$ cat config.mk
export PLATFORM = sky130hd
export DESIGN_NAME = pc_next_unit
export DESIGN_NICKNAME = d
export VERILOG_FILES = /design/src/rtl/rv32i_pkg.sv /design/src/rtl/target_adder.sv /design/src/rtl/pc_next_unit.sv
export SDC_FILE = /design/constraint.sdc
export NUM_CORES = 1
export LEC_CHECK = 0
export CAP_MARGIN = 20
export CORE_ASPECT_RATIO = 0.8
export CORE_MARGIN = 10
export CORE_UTILIZATION = 45
export DETAILED_ROUTE_END_ITERATION = 8
export GPL_TIMING_DRIVEN = 0
export PLACE_DENSITY = 0.76
export SLEW_MARGIN = 20
export SYNTH_ARGS = -nofsm -noshare
export SYNTH_HDL_FRONTEND = slang
export SYNTH_HIERARCHICAL = 1
export SYNTH_SLANG_ARGS = --single-unit
$ cat constraint.sdc
create_clock -name ip_clk -period 4.8 [get_ports ip_clk]
set_input_delay 0.72 -clock ip_clk [delete_from_list [all_inputs] [get_ports ip_clk]]
set_output_delay 0.72 -clock ip_clk [all_outputs]
set_load 0.1 [all_outputs]
$ cat src/rtl/rv32i_pkg.sv
// Shared RV32I front-end encodings: control-transfer modes, PC-unit FSM states,
// and the fixed instruction size used for sequential fetch and link addresses.
package rv32i_pkg;

    typedef enum logic [1:0] {
        MODE_JAL    = 2'b00,
        MODE_BRANCH = 2'b01,
        MODE_JALR   = 2'b10,
        MODE_RSVD   = 2'b11
    } mode_e;

    typedef enum logic [1:0] {
        ST_BOOT = 2'b00,
        ST_RUN  = 2'b01,
        ST_TRAP = 2'b10
    } state_e;

    localparam int unsigned INSTR_BYTES = 4;

endpackage

$ cat src/rtl/target_adder.sv
// Combinational control-transfer target adder: base + offset (carry dropped),
// optional JALR bit-0 clear, and a flag for targets violating instruction alignment.
module target_adder #(
    parameter int unsigned XLEN       = 32,
    parameter int unsigned ALIGN_BITS = 2
) (
    input  logic [XLEN-1:0] ip_Base,
    input  logic [XLEN-1:0] ip_Offset,
    input  logic            ip_Clear_Bit0,
    output logic [XLEN-1:0] op_Target,
    output logic            op_Misaligned
);

    logic [XLEN-1:0] sum;

    assign sum = ip_Base + ip_Offset;

    // Alignment is judged on the final target, after the JALR clear.
    assign op_Target     = ip_Clear_Bit0 ? {sum[XLEN-1:1], 1'b0} : sum;
    assign op_Misaligned = |op_Target[ALIGN_BITS-1:0];

endmodule

$ cat src/rtl/pc_next_unit.sv
// Program-counter owner: sequential fetch, JAL/BRANCH/JALR redirects with flush and
// link, sticky misaligned-target trap, and a saturating count of accepted redirects.
module pc_next_unit
    import rv32i_pkg::*;
#(
    parameter int unsigned     XLEN         = 32,
    parameter logic [XLEN-1:0] RESET_VECTOR = '0,
    parameter int unsigned     ALIGN_BITS   = 2,
    parameter int unsigned     CNT_W        = 16
) (
    input  logic             ip_clk,
    input  logic             ip_rst,
    input  logic             ip_Fetch_Ready,
    input  logic             ip_Redirect_Valid,
    input  logic [1:0]       ip_Mode,
    input  logic             ip_Taken,
    input  logic [XLEN-1:0]  ip_Base_PC,
    input  logic [XLEN-1:0]  ip_Base_Rs1,
    input  logic [XLEN-1:0]  ip_Offset,
    output logic [XLEN-1:0]  op_PC,
    output logic             op_Fetch_Valid,
    output logic             op_Flush,
    output logic [XLEN-1:0]  op_Link,
    output logic             op_Link_Valid,
    output logic             op_Trap,
    output logic [XLEN-1:0]  op_Trap_Addr,
    output logic [CNT_W-1:0] op_Redirect_Cnt,
    output logic [1:0]       op_Dbg_State
);

    state_e           state_q, state_d;
    logic [XLEN-1:0]  pc_q, pc_d;
    logic [XLEN-1:0]  link_q, link_d;
    logic [XLEN-1:0]  trap_addr_q, trap_addr_d;
    logic             flush_q, flush_d;
    logic             link_valid_q, link_valid_d;
    logic             trap_q, trap_d;
    logic [CNT_W-1:0] cnt_q, cnt_d;

    mode_e           mode;
    logic            is_jalr;
    logic            accept;
    logic            misaligned;
    logic [XLEN-1:0] adder_base;
    logic [XLEN-1:0] target;
    logic [XLEN-1:0] link_addr;

    assign mode       = mode_e'(ip_Mode);
    assign is_jalr    = (mode == MODE_JALR);
    assign accept     = ip_Redirect_Valid &&
                        ((mode == MODE_JAL) || is_jalr ||
                         ((mode == MODE_BRANCH) && ip_Taken));
    assign adder_base = is_jalr ? ip_Base_Rs1 : ip_Base_PC;
    assign link_addr  = ip_Base_PC + XLEN'(INSTR_BYTES);

    target_adder #(
        .XLEN       (XLEN),
        .ALIGN_BITS (ALIGN_BITS)
    ) u_target_adder (
        .ip_Base       (adder_base),
        .ip_Offset     (ip_Offset),
        .ip_Clear_Bit0 (is_jalr),
        .op_Target     (target),
        .op_Misaligned (misaligned)
    );

    always_comb begin
        state_d      = state_q;
        pc_d         = pc_q;
        link_d       = link_q;
        trap_addr_d  = trap_addr_q;
        trap_d       = trap_q;
        cnt_d        = cnt_q;
        flush_d      = 1'b0;
        link_valid_d = 1'b0;

        unique case (state_q)
            ST_BOOT: state_d = ST_RUN;
            ST_RUN: begin
                // A redirect beats the fetch handshake even when fetch is stalled.
                if (accept) begin
                    if (misaligned) begin
                        trap_d      = 1'b1;
                        trap_addr_d = target;
                        state_d     = ST_TRAP;
                    end else begin
                        pc_d    = target;
                        flush_d = 1'b1;
                        cnt_d   = (&cnt_q) ? cnt_q : cnt_q + CNT_W'(1);
                        if (mode != MODE_BRANCH) begin
                            link_d       = link_addr;
                            link_valid_d = 1'b1;
                        end
                    end
                end else if (ip_Fetch_Ready) begin
                    pc_d = pc_q + XLEN'(INSTR_BYTES);
                end
            end
            default: ;
        endcase
    end

    always_ff @(posedge ip_clk) begin
        if (ip_rst) begin
            state_q      <= ST_BOOT;
            pc_q         <= RESET_VECTOR;
            link_q       <= '0;
            trap_addr_q  <= '0;
            trap_q       <= 1'b0;
            cnt_q        <= '0;
            flush_q      <= 1'b0;
            link_valid_q <= 1'b0;
        end else begin
            state_q      <= state_d;
            pc_q         <= pc_d;
            link_q       <= link_d;
            trap_addr_q  <= trap_addr_d;
            trap_q       <= trap_d;
            cnt_q        <= cnt_d;
            flush_q      <= flush_d;
            link_valid_q <= link_valid_d;
        end
    end

    // Fetch is offered exactly while running; BOOT and TRAP both suppress it.
    assign op_Fetch_Valid  = (state_q == ST_RUN);
    assign op_PC           = pc_q;
    assign op_Flush        = flush_q;
    assign op_Link         = link_q;
    assign op_Link_Valid   = link_valid_q;
    assign op_Trap         = trap_q;
    assign op_Trap_Addr    = trap_addr_q;
    assign op_Redirect_Cnt = cnt_q;
    assign op_Dbg_State    = state_q;

endmodule
==> results.py <==
metrics = {
    "drt": {
        "routed_wl_mm": 32.18,
        "drtAntennaViolNets": 0,
        "drc": 0,
        "dr.pass1.iters": 8,
        "wl_per_cell_um": 21.38,
        "vias": 9054,
        "drt_iter0_drc": 928,
        "via_per_inst": 6.016,
    },
    "timing": {
        "layout_min_cycle_time_ps": 4569,
        "setup_viol": 0,
        "relSlewSlack_pct": 29.24,
        "clock_skew_ps": 6.592,
        "finalHoldViolations": 0,
        "fin_ws_ps": 231.3,
        "finalCritPeriodShare_pct": 95.18,
        "rsz0062_at_grt": "false",
        "maxSlewViolCount": 0,
        "tightest_slew_ps": 1058,
        "max_freq_ghz": 0.2189,
    },
    "setup_path": {
        "cp_max_fo": 10,
        "worstPathArrival_ps": 4900,
        "crit_path_end_kind": "flop",
        "critPathKind": "primary input to flop",
        "required_ps": 5130,
        "startpoint_type": "primary input",
        "rr_worst_depth": 7,
    },
    "grt": {
        "overflow": 0,
        "grt_max_degree": 17,
        "grt_pass1_vias": 8475,
        "grt_pass1_wl_mm": 49.11,
        "grt_usage_pct": 26.03,
        "antenna_found_initial": 1,
    },
    "hold_path": {
        "worstHoldPathType": "flop to flop",
        "min_path_cells": 2,
    },
    "pwr": {
        "total_power_uw": 3517,
        "ir_worst_vdd_v": 0.0001925,
        "power_leakage_uw": 0.003876,
        "power_density_nw_per_um2": 316.1,
    },
    "finish": {
        "instances_no_fill": 1505,
        "fin_nets": 1406,
        "area_growth_syn_to_layout_pct": 38.36,
        "drive_above_1_share_pct": 8.991,
    },
    "logic_synthesis": {
        "syn_avg_cell_area_um2": 7.806,
        "syn_nets": 1168,
        "synth_commonest_cells": "nand2_1 (141), dfxtp_1 (117), a21oi_1 (107), nor2_1 (81), o21ai_0 (77)",
        "yosys_register_bits": 117,
        "yosys.area.top_type_share_pct": 29.13,
        "synth_edf_count": 0,
        "ys_seq_area_share_pct": 29.13,
        "synth_most_common_cell": "nand2_1",
        "synth_cell_types": 82,
        "synthFlopType": "dfxtp_1",
        "synthesis.instances": 1030,
        "synth_area_um2": 8040,
        "synth.top_cells.by_area": "dfxtp_1 (29%), a21oi_1 (6.7%), nand2_1 (6.6%)",
        "yosys_warnings": 6,
        "yosys.area.top_type": "dfxtp_1",
        "synthArstFlopShare_pct": 0,
    },
    "clock_network": {
        "cts_hold_buffers": 0,
        "cts_setup_buffers": 0,
        "root_buffer": "clkbuf_16",
        "clock-sinks": 117,
        "clock_latency_ps": 420,
        "cts_buffers": 17,
        "path_clk_slew_ps": 60,
        "clockBufferDepth": 2,
        "cts_tree": "done",
        "h-tree-depth": 4,
    },
    "die": {
        "num_rows": 43,
        "ios": 221,
        "start_util_pct": 46.12,
        "die_h_um": 139.6,
        "core_um2": 17430,
        "die_w_um": 169.4,
        "die-area_um2": 23650,
    },
    "placement": {
        "dpl.cell_count": 1474,
        "io_buffers": 219,
        "dpl.hpwl_mm": 25.23,
        "gp_congestion": 0.9894,
        "dp_slack_ps": -465.4,
    },
    "flow_run": {
        "drv_cap": 0,
    },
    "status": {
        "status": "finished clean",
    },
}
-- critical path, stage by stage --
cell and delay [ps]:
clkdlybuf4s50_1 540, nor2b_1 160, clkbuf_2 280, clkbuf_2 310
mux2_2 370, ha_1 380, a21oi_1 190, a2bb2oi_1 380
o211ai_1 190, nor2_1 400, o21ai_0 200, xor2_1 350
o21ai_0 160, a211oi_1 260
-- layout by cell type, fill, tap and decap left out, types with 17 or more instances in the layout --
cell,n
a211oi_1,24
clkbuf_1,37
dfxtp_1,117
xnor2_1,39
clkdlybuf4s50_1,219
clkbuf_16,17
a21oi_1,107
nor2_1,81
o21ai_0,77
nor3_1,31
nand2_1,141
nand3_1,44
nand4_1,17
ha_1,34
mux2_2,30
xor2_1,26
-- area by class of cell --
cell class / count / area (µm²)
timing repair buffer: 219 / 2192
multi-input combinational: 843 / 5419
antenna: 1 / 2.502
clock inverter: 9 / 127.6
sequential: 117 / 2342
buffer: 55 / 232.7
tap: 225 / 281.5
fill: 1556 / 6307
inverter: 15 / 56.30
clock buffer: 21 / 470.5
-- flip-flops by register name, summed over array words and instances, names as in the netlist --
register         cells
op_Trap_Addr        32
op_Flush             1
op_Dbg_State         2
op_Trap              1
op_PC               32
op_Redirect_Cnt     16
op_Link_Valid        1
op_Link             32
-- report_power, final --
part / switching [µW] / leakage, µW / total (µW) / internal, µW
Combinational: 780 / 0.00264 / 1150 / 371
Clock: 463 / 0.000287 / 1310 / 848
Sequential: 41.4 / 0.000948 / 1050 / 1010
-- kinds of logic (layout without fill, tap and decap cells) --
logic type               after synthesis  count (layout)  synth area share (%)
adder cells (fa/ha/maj)               35              35                 5.540
AO/OA/AOI/OAI                        307             307                 24.98
XOR/XNOR                              65              65                 7.081
buffers and inverters                 70             319                 3.548
multiplexers                          35              35                 4.824
flip-flops                           117             117                 29.13
AND/OR/NAND/NOR                      401             401                 24.90
other                                  0               1                     0
-- what timing repair did --
item                       in CTS  in global routing
pin swaps                       0                  0
resized for setup               1                  4
setup endpoints to repair       2                 16
-- routing by layer --
metal | GRT usage, % | wire length [µm] | share of wire [%] | vias up
met1 | 35.57 | 14110 | 44 | 4238
met5 | 0 | 0 | 0 | -
met2 | 38.59 | 13790 | 43 | 506
li1 | - | - | - | 4243
met3 | 6.980 | 3260 | 10 | 67
met4 | 8.571 | 1023 | 3.2 | 0
-- through the flow --
stage | setup TNS, ps | cell area [µm²] | hold slack (ps) | util (%)
3_5_place_dp | -13540 | 10510 | 449.0 | 60.31
6_report | 0 | 11120 | 455.4 | 63.82
4_1_cts | 0 | 11110 | 456.4 | 63.75
5_1_grt | 0 | 11120 | 469.1 | 63.82
2_1_floorplan | 0 | 8040 | 816.4 | -
3_3_place_gp | -10660 | 10510 | 443.4 | 60.31
-- worst paths after layout --
kind	from	end	slack [ps]
max	ip_Mode[0]	op_PC[16]	230
min	op_Trap_Addr[31]	op_Trap_Addr[31]	460
max reg2reg	op_Redirect_Cnt[0]	op_Redirect_Cnt[1]	2650
min reg2reg	op_Trap_Addr[31]	op_Trap_Addr[31]	460
No activity file was read; power rests on OpenSTA's default activity.
